## src/rtl/music_key_ctrl.sv

```systemverilog
// Purpose : debounce three front-panel keys, turn presses into events, run the stop/play/pause transport and track selector.
// Latency : a key held from edge 1 acts at edge DEB_CYCLES+1; track_done acts on the edge that samples it.
// Backpress: none; keys are levels, track_done is a pulse, and outputs are registered strobes/levels that are never held off.

// Per-key debouncer. The level flips only after DEB_CYCLES consecutive disagreeing samples.
module music_key_deb #(
   parameter int DEB_CYCLES = 4
) (
   input  logic i_clk,
   input  logic i_rst_n,
   input  logic i_raw,
   output logic o_press
);

   localparam int               CNT_W   = $clog2(DEB_CYCLES);
   localparam logic [CNT_W-1:0] CNT_MAX = CNT_W'(DEB_CYCLES - 1);

   logic [CNT_W-1:0] r_cnt;
   logic             r_deb;
   logic             r_deb_q;

   // Count disagreeing samples; any agreeing sample (a glitch back) restarts the count.
   always_ff @(posedge i_clk or negedge i_rst_n) begin
      if (!i_rst_n) begin
         r_cnt   <= '0;
         r_deb   <= 1'b0;
         r_deb_q <= 1'b0;
      end else begin
         r_deb_q <= r_deb;
         if (i_raw != r_deb) begin
            if (r_cnt == CNT_MAX) begin
               r_deb <= ~r_deb;
               r_cnt <= '0;
            end else begin
               r_cnt <= r_cnt + CNT_W'(1);
            end
         end else begin
            r_cnt <= '0;
         end
      end
   end

   // Rising edge of the debounced level: one event per press, none on release.
   assign o_press = r_deb & ~r_deb_q;

endmodule

// Player control top: three debouncers, single-event arbitration, transport FSM and track selector.
module music_key_ctrl #(
   parameter int DEB_CYCLES = 4,
   parameter int NUM_TRACKS = 4,
   parameter int TRK_W      = 2
) (
   input  logic             sys_clk,
   input  logic             sys_rst_n,
   input  logic             key_play,
   input  logic             key_next,
   input  logic             key_prev,
   input  logic             track_done,
   output logic             play_en,
   output logic [TRK_W-1:0] track_sel,
   output logic             track_load,
   output logic [1:0]       state
);

   localparam logic [1:0]       ST_STOP  = 2'b00;
   localparam logic [1:0]       ST_PLAY  = 2'b01;
   localparam logic [1:0]       ST_PAUSE = 2'b10;
   localparam logic [TRK_W-1:0] TRK_LAST = TRK_W'(NUM_TRACKS - 1);

   logic [1:0]       r_state;
   logic [TRK_W-1:0] r_sel;
   logic             r_play_en;
   logic             r_load;

   logic             w_play_evt;
   logic             w_next_evt;
   logic             w_prev_evt;
   logic             w_take_done;
   logic             w_take_play;
   logic             w_take_next;
   logic             w_take_prev;
   logic [TRK_W-1:0] w_sel_inc;
   logic [TRK_W-1:0] w_sel_dec;
   logic [1:0]       w_state_nxt;
   logic [TRK_W-1:0] w_sel_nxt;
   logic             w_load_nxt;

   music_key_deb #(.DEB_CYCLES(DEB_CYCLES)) u_deb_play (
      .i_clk   (sys_clk),
      .i_rst_n (sys_rst_n),
      .i_raw   (key_play),
      .o_press (w_play_evt)
   );

   music_key_deb #(.DEB_CYCLES(DEB_CYCLES)) u_deb_next (
      .i_clk   (sys_clk),
      .i_rst_n (sys_rst_n),
      .i_raw   (key_next),
      .o_press (w_next_evt)
   );

   music_key_deb #(.DEB_CYCLES(DEB_CYCLES)) u_deb_prev (
      .i_clk   (sys_clk),
      .i_rst_n (sys_rst_n),
      .i_raw   (key_prev),
      .o_press (w_prev_evt)
   );

   // Fixed-priority pick of one event per cycle; losers are simply dropped.
   always_comb begin
      w_take_done = track_done & (r_state == ST_PLAY);
      w_take_play = ~w_take_done & w_play_evt;
      w_take_next = ~w_take_done & ~w_play_evt & w_next_evt;
      w_take_prev = ~w_take_done & ~w_play_evt & ~w_next_evt & w_prev_evt;
   end

   // Modular track stepping; NUM_TRACKS need not be a power of two, so wrap explicitly.
   always_comb begin
      w_sel_inc = (r_sel == TRK_LAST) ? '0 : (r_sel + TRK_W'(1));
      w_sel_dec = (r_sel == '0) ? TRK_LAST : (r_sel - TRK_W'(1));
   end

   // Transport next-state, next track and load strobe for the selected event.
   always_comb begin
      w_state_nxt = r_state;
      w_sel_nxt   = r_sel;
      w_load_nxt  = 1'b0;
      if (w_take_done) begin
         if (r_sel == TRK_LAST) begin
            // End of playlist: rewind and stop without loading.
            w_sel_nxt   = '0;
            w_state_nxt = ST_STOP;
         end else begin
            w_sel_nxt   = w_sel_inc;
            w_state_nxt = ST_PLAY;
            w_load_nxt  = 1'b1;
         end
      end else if (w_take_play) begin
         case (r_state)
            ST_STOP: begin
               w_state_nxt = ST_PLAY;
               w_load_nxt  = 1'b1;
            end
            ST_PLAY:  w_state_nxt = ST_PAUSE;
            // Resume from pause continues the current song, so no load.
            ST_PAUSE: w_state_nxt = ST_PLAY;
            default:  w_state_nxt = ST_STOP;
         endcase
      end else if (w_take_next || w_take_prev) begin
         w_sel_nxt = w_take_next ? w_sel_inc : w_sel_dec;
         // In STOP the selector moves silently; otherwise the new track starts playing.
         if (r_state != ST_STOP) begin
            w_state_nxt = ST_PLAY;
            w_load_nxt  = 1'b1;
         end
      end
      // The unused encoding falls back to STOP so it can never be presented.
      if (w_state_nxt == 2'b11) begin
         w_state_nxt = ST_STOP;
      end
   end

   // State, track and registered outputs all move on the same edge.
   always_ff @(posedge sys_clk or negedge sys_rst_n) begin
      if (!sys_rst_n) begin
         r_state   <= ST_STOP;
         r_sel     <= '0;
         r_play_en <= 1'b0;
         r_load    <= 1'b0;
      end else begin
         r_state   <= w_state_nxt;
         r_sel     <= w_sel_nxt;
         r_play_en <= (w_state_nxt == ST_PLAY);
         r_load    <= w_load_nxt;
      end
   end

   assign state      = r_state;
   assign track_sel  = r_sel;
   assign play_en    = r_play_en;
   assign track_load = r_load;

endmodule

```

## config.mk

```make
export PLATFORM = sky130hd
export DESIGN_NAME = music_key_ctrl
export DESIGN_NICKNAME = d
export VERILOG_FILES = /design/src/rtl/music_key_ctrl.sv
export SDC_FILE = /design/constraint.sdc
export NUM_CORES = 1
export LEC_CHECK = 0
export ABC_CLOCK_PERIOD_IN_PS = 2900
export BUFFER_PORTS_ARGS = -buffer_cell sky130_fd_sc_hd__buf_2
export CAP_MARGIN = 20
export CORE_MARGIN = 2
export CORE_UTILIZATION = 45
export CTS_CLUSTER_SIZE = 24
export DETAILED_ROUTE_END_ITERATION = 8
export PLACE_DENSITY = 0.65
export SLEW_MARGIN = 20
export SYNTH_ARGS = -nofsm -noshare
export SYNTH_HDL_FRONTEND = slang
export SYNTH_SLANG_ARGS = --single-unit
```

## constraint.sdc

```tcl
create_clock -name sys_clk -period 2.9 [get_ports sys_clk]
set_input_delay 0.435 -clock sys_clk [delete_from_list [all_inputs] [get_ports sys_clk]]
set_output_delay 0.435 -clock sys_clk [all_outputs]
set_load 0.03 [all_outputs]
```

==> metrics.csv <==
metric,value,unit
largest net degree at the start of global routing,18,
crit path time final,1460,ps
half-perimeter wire length after placement,993,um
aggregate global-route resource usage,14.7,%
most used cells in the layout excluding fill and tap cells,"dfrtp_1 (17), buf_2 (11), nor2b_1 (5), ha_1 (5)",
Post-synth EDFFs,0,
worst slew margin relative to its limit,75.6,%
unrepaired setup endpoints after global routing,false,
Horiz. Die Dim,46.0,um
clock latency at the later pin of the worst-skew pair,280,ps
number of H-tree levels,1,
arrival time at the worst endpoint,1630,ps
die footprint,2110,um^2
main flop type after synthesis,dfrtp_1,
final number of setup-violating endpoints,0,
initial standard-cell utilization of the core,46.9,%
FF-to-FF Start,track_sel[0],
Final nets,92,
main combinational cell family by area after synthesis,simple AND/OR/NAND/NOR gates,
number of top-level pins,12,
portion of netlist area occupied by mux cells,4.27,%
number of input and output port buffers inserted,11,
via density per instance,5.48,
run status,"finished, final reports clean",
remaining routing DRC violations,0,
CTS-repair resized insts,0,
WP data required,3070,ps
Routed wire per std cell,12.8,um
proportion of synthesized chip area in sequential cells,53.7,%
number of maximum-capacitance constraint violations,0,
vias in the first global route,534,
global-route wire length before repair,2180,um
"Clk pin slew, worst setup/hold paths",100,ps
count of cell types in the netlist,26,
power density cells,1170,nW/um^2
total leakage power,0.427,nW
total area of sequential cells,425,um^2
antenna violations before repair,0,
Synth Warn #,0,
number of clock buffers inserted by TritonCTS,3,
Fin. Hold Viols,0,
post-layout power,1.04,mW
Max Clock Skew,8.01,ps
share of the synthesized area in the top cell type,53.7,%
count of antenna diodes in the layout,0,
number of pins exceeding their max-slew limit in the final report,0,
final wirelength,1240,um
simple-gate share of the synthesized area,14.8,%
buffer type at the clock tree root,clkbuf_4,
post-synthesis compound-gate area fraction,13.6,%
final global-route overflow total,0,
number of sinks on the clock net,17,
final-layout worst hold slack,50.7,ps
die height,46.0,um
length of the first detailed-routing pass in iterations,4,
TritonCTS clock tree,built,
number of instances in the synthesized netlist,66,
fraction of the mapped netlist area in adder cells,7.90,%
endpoint class of the critical path,register,
final weighted congestion of routability-driven global placement,0.831,
worst vdd ir,0.000469,V
Final Cycle Share,50.3,%
count of buffers added by post-CTS timing repair for setup,0,
# hold bufs at CTS,0,
R2R depth,4,
"most common cell after layout, fill and taps aside",dfrtp_1,
Syn-to-layout area delta,12.2,%
maximum fanout encountered on the critical timing path,5,
net count after synthesis,77,
combined area of the multi-input logic cells,348,um^2
fraction of synthesis flops using an asynchronous set or reset pin,100,%
layout cell share with drive strength beyond 1,25.0,%
Fillers,166,
first-iteration detailed-routing DRC count,8,
mean area per synthesized cell,12.0,um^2
Yosys reg bits,17,
post-synthesis instance area,792,um^2
core footprint,1690,um^2
worst hold path type,in -> async,
Worst Setup Start Kind,register,
Fmax,685,MHz
xor and xnor fraction of the mapped netlist area,3.32,%
routed via count,532,
flop-to-flop setup slack,1440,ps
maximum root-to-sink buffer count,2,
final antenna-violating net count,0,
actual slew at the worst max-slew pin,366,ps
top area cells in the synthesized netlist,"dfrtp_1 (54%), ha_1 (7.9%), mux2_2 (4.3%), nor2b_1 (3.9%), xnor2_1 (3.3%)",
dominant cell type by area after synthesis,dfrtp_1,
site row count,15,
Final TNS setup,0,ps
critical path class,reg -> reg,
endpoint of the lowest-slack register-to-register path,track_sel[0],
[worst max-delay path by stage]
stage	startpoint	end	slack [ps]	cells past startpoint
3_5_place_dp	track_sel[0]	track_sel[0]	1450	4
6_report	track_sel[0]	track_sel[0]	1440	4
2_1_floorplan	track_sel[0]	track_sel[0]	1310	4
4_1_cts	track_sel[0]	track_sel[0]	1440	4
5_1_grt	track_sel[0]	track_sel[0]	1350	4
3_3_place_gp	track_sel[0]	track_sel[0]	1470	4
[synth_stat cells, types with 2 or more instances]
cell	n
nor3_1	3
nor2b_1	5
nor2_1	2
nand4_1	2
xnor2_1	3
a21oi_1	3
nand2_1	2
inv_1	3
nand2b_1	2
ha_1	5
dfrtp_1	17
o21ai_0	3
mux2_2	3
[cell families after synthesis]
group / after synthesis
mux: 3
flops: 17
compound gates: 14
xor+xnor: 3
fa+ha+maj: 5
buf+inv: 4
simple gates: 20
[cell type report]
type,count,area share [%]
clock inverter,1,0.563
multi-input combinational,45,39.2
timing repair buffer,11,6.20
tap,17,2.39
sequential,17,47.9
clock buffer,3,2.54
inverter,3,1.27
[registers in the layout (all words and copies together) (netlist names)]
signal / cells
u_deb_play.r_deb_q: 1
u_deb_next.r_deb_q: 1
u_deb_play.r_deb: 1
play_en: 1
track_load: 1
u_deb_next.r_deb: 1
u_deb_prev.r_deb: 1
u_deb_next.r_cnt: 2
u_deb_play.r_cnt: 2
u_deb_prev.r_cnt: 2
u_deb_prev.r_deb_q: 1
state: 1
track_sel: 2
[metal layers]
layer / vias up / wire (um) / track usage (%)
li1: 264 / - / -
met1: 253 / 561 / 17.0
met2: 11 / 615 / 25.0
met3: 4 / 37 / 3.97
met4: 0 / 29 / 6.86
met5: - / 0 / 0
[stage by stage]
| step | utilization (%) | area [um^2] | instances | worst slack, ps |
|---|---|---|---|---|
| CTS | 52.6 | 888 | 97 | 1440 |
| detailed placement | 51.0 | 861 | 93 | 1450 |
| global placement | 51.0 | 861 | 93 | 1470 |
| floorplan | - | 792 | 66 | 1310 |
| global route | 52.6 | 888 | 97 | 1350 |
| finish | 52.6 | 888 | 97 | 1440 |
[worst max-delay path, stage by stage, from the launching register on]
cell and delay [ps]:
dfrtp_1 410, inv_1 80, ha_1 190, o311a_1 350, a311o_1 320
[power by group]
group / switching [mW] / internal [mW] / total [mW]
combinational: 0.275 / 0.214 / 0.488
clock: 0.0698 / 0.0511 / 0.121
sequential: 0.0873 / 0.347 / 0.434
(Power assumes the default switching activity.)
